<file path="src/rtl/led_div_ctrl.sv">
// Button-debounced divider stepper with PS override for the LED counter partition.
// Produces a registered 5-bit divider value and a one-cycle write strobe.
module led_div_ctrl #(
  parameter int unsigned DEB_CYC = 1000000,
  parameter int          DIV_MIN = 0,
  parameter int          DIV_MAX = 31,
  parameter int          DIV_RST = 24
) (
  input  logic       clk100,
  input  logic       rst,
  input  logic       btn_i,
  input  logic       dir_i,
  input  logic [4:0] ps_div_i,
  input  logic       ps_wr_i,
  output logic [4:0] div_o,
  output logic       wren_o,
  output logic       busy_o
);

  localparam int unsigned DIV_W = 5;
  localparam int unsigned CNT_W = $clog2(DEB_CYC);
  localparam logic [CNT_W-1:0] CNT_LAST = CNT_W'(DEB_CYC - 1);

  typedef enum logic [1:0] {
    IDLE    = 2'd0,
    DEB_PR  = 2'd1,
    HELD    = 2'd2,
    DEB_REL = 2'd3
  } state_e;

  state_e             state_q;
  logic [1:0]         sync_q;
  logic [CNT_W-1:0]   cnt_q;
  logic [DIV_W-1:0]   div_q;
  logic               wren_q;
  logic               busy_q;
  logic               load_q;
  logic [DIV_W-1:0]   step_div_d;
  logic               btn_s;

  assign btn_s = sync_q[1];

  // Next divider value for a button step; out-of-range values wrap toward the range.
  always_comb begin
    step_div_d = div_q;
    if (dir_i) begin
      if (int'(div_q) >= DIV_MAX) step_div_d = DIV_W'(DIV_MIN);
      else                        step_div_d = div_q + DIV_W'(1);
    end else begin
      if (int'(div_q) <= DIV_MIN) step_div_d = DIV_W'(DIV_MAX);
      else                        step_div_d = div_q - DIV_W'(1);
    end
  end

  always_ff @(posedge clk100) begin
    if (rst) begin
      state_q <= IDLE;
      sync_q  <= 2'b00;
      cnt_q   <= '0;
      div_q   <= DIV_W'(DIV_RST);
      wren_q  <= 1'b0;
      busy_q  <= 1'b0;
      load_q  <= 1'b1;
    end else begin
      sync_q <= {sync_q[0], btn_i};
      load_q <= 1'b0;
      // load_q makes downstream latch the reset value once after reset
      wren_q <= load_q | ps_wr_i;
      if (ps_wr_i) div_q <= ps_div_i;

      case (state_q)
        IDLE: begin
          cnt_q <= '0;
          if (btn_s) begin
            state_q <= DEB_PR;
            busy_q  <= 1'b1;
          end
        end
        DEB_PR: begin
          if (!btn_s) begin
            state_q <= IDLE;
            cnt_q   <= '0;
            busy_q  <= 1'b0;
          end else if (cnt_q == CNT_LAST) begin
            state_q <= HELD;
            cnt_q   <= '0;
            // a coincident PS write wins and the step is dropped
            if (!ps_wr_i) begin
              div_q  <= step_div_d;
              wren_q <= 1'b1;
            end
          end else begin
            cnt_q <= cnt_q + CNT_W'(1);
          end
        end
        HELD: begin
          cnt_q <= '0;
          if (!btn_s) state_q <= DEB_REL;
        end
        DEB_REL: begin
          if (btn_s) begin
            state_q <= HELD;
            cnt_q   <= '0;
          end else if (cnt_q == CNT_LAST) begin
            state_q <= IDLE;
            cnt_q   <= '0;
            busy_q  <= 1'b0;
          end else begin
            cnt_q <= cnt_q + CNT_W'(1);
          end
        end
        default: begin
          state_q <= IDLE;
          cnt_q   <= '0;
          busy_q  <= 1'b0;
        end
      endcase
    end
  end

  assign div_o  = div_q;
  assign wren_o = wren_q;
  assign busy_o = busy_q;

endmodule
</file>
<file path="config.mk">
export PLATFORM = sky130hd
export DESIGN_NAME = led_div_ctrl
export DESIGN_NICKNAME = d
export VERILOG_FILES = /design/src/rtl/led_div_ctrl.sv
export SDC_FILE = /design/constraint.sdc
export NUM_CORES = 1
export LEC_CHECK = 0
export BUFFER_PORTS_ARGS = -buffer_cell sky130_fd_sc_hd__buf_2
export CORE_ASPECT_RATIO = 0.5
export CORE_MARGIN = 3
export CORE_UTILIZATION = 41
export DETAILED_ROUTE_END_ITERATION = 10
export HOLD_SLACK_MARGIN = 0.08
export PLACE_DENSITY = 0.6
export SLEW_MARGIN = 10
export SYNTH_ARGS = -nofsm -noshare
export SYNTH_HDL_FRONTEND = slang
export SYNTH_SLANG_ARGS = --single-unit
</file>
<file path="constraint.sdc">
create_clock -name clk100 -period 1.9 [get_ports clk100]
set_input_delay 0.38 -clock clk100 [delete_from_list [all_inputs] [get_ports clk100]]
set_output_delay 0.38 -clock clk100 [all_outputs]
set_load 0.05 [all_outputs]
</file>
* Word level (Yosys, flattened, before mapping) *
Index checks and enable logic that the tools add are counted.

storage, ports and cells
  bits of input ports = 10
  register bits after elaboration = 32
  logic and storage cells = 58
  output and inout bits = 7

operators by class
  eq/ne operators = 11
  add/subtract/negate cells = 3
  muxes and demuxes = 29
  order comparisons = 2
  reduce and logical (&&, ||, !) cells = 5
  bitwise gates (word level) = 1

operators with widths
  cell                                                                    count
  20-bit 2-to-1 mux                                                       3
  20-bit case mux with 3 select lines                                     1
  5-bit 2-to-1 mux                                                        8
  20-bit by 1-bit adder with 20-bit output (second input constant)        1
  20-bit == test (second input constant)                                  1
  2-bit 2-to-1 mux                                                        6
  2-bit inequality test (second input constant)                           5
  1-bit 2-to-1 mux                                                        9
  2-bit case mux with 4 select lines                                      1
  3-bit inequality test (second input constant)                           2
  5-bit by 1-bit adder with 5-bit output (second input constant)          1
  5-bit >= comparator (second input constant)                             1
  5-bit by 1-bit <= comparator with 1-bit output (second input constant)  1
  5-bit AND reduction                                                     1
  5-bit by 1-bit subtractor with 5-bit output (second input constant)     1
  2-bit == test (second input constant)                                   2
  4-bit AND reduction                                                     1
  1-bit case mux with 3 select lines                                      1
  3-bit nonzero test                                                      1
  2-bit by 1-bit == test with 1-bit output (second input constant)        1
  2-bit zero test                                                         1
  2-bit OR reduction                                                      1
  1-bit OR                                                                1

* Longest topological paths before layout *
  depth after elaboration = 7
  gate-level depth with buffers = 8

* Worst setup path before layout *
OpenSTA, ideal clock, no wires.

  path type = reg-to-reg
  from = register div_q[0], in the netlist div_o[0]
  to = register div_q[2], in the netlist div_o[2]
  path buffers = 0
  clock period less this slack = 2.194 ns
  stages on the path, launching flop included = 9
  data arrival time = 2.106 ns
  slack = -0.294 ns
  required time = 1.812 ns
  setup time = 0.088 ns
  path through = dfxtp_1 ha_1 and3_1 ha_1 nand2b_1 a21o_1 o21ai_0 nand3b_4 a311oi_2

on the way
  cells in the longest elaborated chain, start to end = 7
  elaborated cells between the ends (all ways) = 11

ends and longest elaborated chain
  what                                                                 RTL line  text
  start: declaration                                                   34        logic [DIV_W-1:0] div_q;
  start signal: assignment                                             60        div_q <= DIV_W'(DIV_RST);
  start signal: assignment                                             69        if (ps_wr_i) div_q <= ps_div_i;
  start signal: assignment                                             89        div_q <= step_div_d;
  5-bit by 1-bit subtractor with 5-bit output (tied with other cells)  51        else step_div_d = div_q - DIV_W'(1);
  5-bit 2-to-1 mux, on equally long branches                           50, 47
  5-bit 2-to-1 mux *                                                   46        if (dir_i) begin
  5-bit 2-to-1 mux *                                                   88        if (!ps_wr_i) begin
  5-bit 2-to-1 mux *                                                   84        end else if (cnt_q == CNT_LAST) begin
  5-bit 2-to-1 mux *                                                   80        if (!btn_s) begin
  5-bit 2-to-1 mux *                                                   71        case (state_q)

Every way passes the cells marked *; elsewhere a longest branch is shown, timed or not.
A chain may end at the register's enable or synchronous reset.

* Final worst setup path *
  from = register cnt_q[0]
  to = register div_q[2], in the netlist div_o[2]

on the way
  cells in the longest elaborated chain, start to end = 4

ends and longest elaborated chain
  what                      RTL line  text
  start: declaration        33        logic [CNT_W-1:0] cnt_q;
  start signal: assignment  93        cnt_q <= cnt_q + CNT_W'(1);
  start signal: assignment  109       cnt_q <= cnt_q + CNT_W'(1);
  20-bit == test            84
  5-bit 2-to-1 mux          84
  5-bit 2-to-1 mux          80
  5-bit 2-to-1 mux          71

Every way passes these cells.

==> run_results.csv <==
group,metric,value,unit
floorplan,pin_count,17,
layout,fin_area,0.00204,sq mm
critical_path,cp-end-kind,"register",
floorplan,start_util,44.3,%
timing,finalCriticalPeriod,1.81,ns
synthesis,synth_area,0.00157,sq mm
clocking,tritoncts,"yes",
detailed_routing,wirelength,3160,um
clocking,cts_buffers,5,
synthesis,synth-main-ff-cell,"dfxtp_1",
grt,grt_pass1_vias,1281,
timing,setup-violations-final,0,
synthesis,synth_top_family_by_area,"simple AND/OR/NAND/NOR gates",
placed_design,place_area,0.00186,sq mm
layout,area_delta_synth_final,29.7,%
synthesis,ys_ff_latch,32,
placed_design,dp.cells,256,
grt,grt_pass1_wl,5580,um
critical_path,worstPathArrival,2.00,ns
grt,grt_use_total,15.3,%
detailed_routing,remaining_drc_errors,0,
clocking,h-tree-depth,2,
critical_path,crit_path_max_fanout,7,
timing,fin_tns_setup,0,ns
synthesis,synthSimpleGateAreaFrac,27.1,%
floorplan,die_w,93.6,um
synthesis,synth_compound_gate_area_share,11.1,%
timing,finalCritPeriodShare,95.3,%
layout,drive_gt1_share,28.8,%
clocking,clock_latency,0.28,ns
synthesis,ys_types,43,
layout,diodes,0,
placed_design,gp_congestion,0.766,
floorplan,fp.dieH,49.8,um
timing,max_freq,0.552,GHz
placed_design,dp_hpwl,2310,um
floorplan,design.core.area,0.00355,sq mm
timing,drv_slew,0,
timing,relSlewSlack,76.9,%
synthesis,yosys_warnings,0,
timing,hold_viol_final,0,
synthesis,synth-xor-area-share,11.7,%
layout,nets,232,
synthesis,syn_nets,194,
job,cap_violations,0,
hold_path,hold_path_depth,3,
timing,finClkSkew,0.00730,ns
synthesis,syn_area_per_cell,8.73,sq um
grt,gr-total-overflow,0,
synthesis,synth_fa_ha_area_share,3.18,%
detailed_routing,dr.pass1.iters,4,
synthesis,async_flop_share,0,%
floorplan,die-area,0.00466,sq mm
critical_path,max_stage_delay,0.48,ns
pwr,p_leak,0.817,nW
synthesis,syn_inst,180,
critical_path,path_class,"register to register",
timing,tightest_slew,0.345,ns
pwr,peakVddDrop,0.284,mV
clocking,clk_pin_slew,0.07,ns
synthesis,yosysSeqAreaShare,40.8,%
placed_design,numPortBuffers,16,
clocking,cts.sinks,32,
placed_design,pre_cts_ws,0.0123,ns
clocking,clk_path_buf_depth,2,
detailed_routing,wl_per_cell,11.7,um
timing,setup_ws,0.0897,ns
layout,fin_util,57.5,%
grt,grt_antenna_before_repair,0,
detailed_routing,drt_iter0_markers,27,
critical_path,cp.required,2.09,ns
detailed_routing,vias,1368,
critical_path,path_cells,"ha_4, nand4_4, or2_4, or4_4, nand3b_4, a311oi_2",
detailed_routing,antenna_left,0,
pwr,power.density,687,mW/mm^2
critical_path,crit_slowest_cell,"or4_4",
critical_path,start_kind,"register",
layout,layout_commonest_cell,"nor2_1",
layout,final_cell_mix,"nor2_1 (30), dfxtp_1 (27), buf_4 (20)",
clocking,clockRootBuffer,"clkbuf_8",
detailed_routing,via_per_inst,5.07,
synthesis,synth-edff-count,0,
timing,rsz0062_at_grt,"true",
layout,fin_cells,270,
outcome,status,"finished, final reports clean",
synthesis,synth_mux_area_share,1.27,%
grt,grt_max_degree,21,
critical_path,reg2regPathDepth,6,
floorplan,row_count,15,
hold_path,min_path_type,"primary input to register",
[area by class of cell]
class / instances / area (sq um)
multi-input combinational: 130 / 927
inverter: 12 / 45.0
tap: 51 / 63.8
clock buffer: 8 / 100
sequential: 32 / 652
timing repair buffer: 37 / 250
fill: 325 / 1510
[cells by family after synthesis]
group / count (synthesis)
and+or+nand+nor: 79
DFF: 32
AOI/OAI and AO/OA: 24
xor gates and xnor gates: 21
buffers and inverters: 18
adders and majority gates: 4
muxes: 2
[through the flow]
stage | hold WS [ns] | total power, mW
global placement | 0.421 | 0.841
global route | 0.307 | 1.48
finish | 0.310 | 1.40
floorplan | 0.408 | 0.805
detailed placement | 0.441 | 0.843
CTS | 0.306 | 1.41
[layer usage]
layer	global-route usage [%]	wire length, um	share of wire [%]
met5	0	0	0
met4	6.47	53	1.7
met2	25.7	1500	47
met3	4.57	104	3.3
met1	18.4	1500	48
[timing repair]
item                                    in CTS  in global routing
hold buffers                                 0                  0
setup buffers                                3                  3
pin swaps                                    3                  4
endpoints found under the setup margin       1                  5
resized for setup                            0                  6
[worst max-delay path: cells and delay by family, from the launching register on]
family,cells,cell delay (ns)
AO/OA/AOI/OAI,1,0.22
adder cells (fa/ha/maj),1,0.15
flip-flops,1,0.35
AND/OR/NAND/NOR,4,1.01
[synthesized netlist by cell type, types with 2 or more instances]
cell type	instances	area share, %
and2_1	2	0.80
nor2_1	30	7.2
xor2_1	13	7.2
nor2b_1	3	1.2
a211oi_1	2	0.96
nand2_1	7	1.7
xnor2_1	8	4.5
and3_1	4	1.6
o31ai_1	3	1.4
and4_1	3	1.7
a21oi_1	5	1.6
nand3_1	10	3.2
inv_1	12	2.9
nand4_1	5	2.0
a31oi_1	2	0.80
or4_1	2	0.96
o21ai_0	2	0.64
nor3_1	3	0.96
clkbuf_1	4	0.96
mux2i_1	2	1.3
ha_1	4	3.2
dfxtp_1	32	41
nand2b_1	2	0.80
[registers in the layout, indices dropped and copies added, names as in the netlist, named ones only]
| signal | cells |
|---|---|
| cnt_q | 20 |
| div_o | 5 |
| sync_q | 2 |
| busy_o | 1 |
| load_q | 1 |
| state_q | 1 |
| wren_o | 1 |
[worst paths after layout]
kind / from / to / slack [ns]
min: ps_div_i[3] / div_o[3]$_SDFF_PP1_ / 0.31
min reg2reg: sync_q[0]$_SDFF_PP0_ / sync_q[1]$_SDFF_PP0_ / 0.44
max reg2reg: cnt_q[0]$_SDFF_PP0_ / div_o[2]$_SDFF_PP0_ / 0.09
max: cnt_q[0]$_SDFF_PP0_ / div_o[2]$_SDFF_PP0_ / 0.09
[power breakdown]
part / total (mW) / switching [mW] / internal, mW
clock network: 0.569 / 0.239 / 0.330
registers: 0.696 / 0.0127 / 0.683
logic: 0.136 / 0.0852 / 0.0505
No activity file was read; power rests on OpenSTA's default activity.
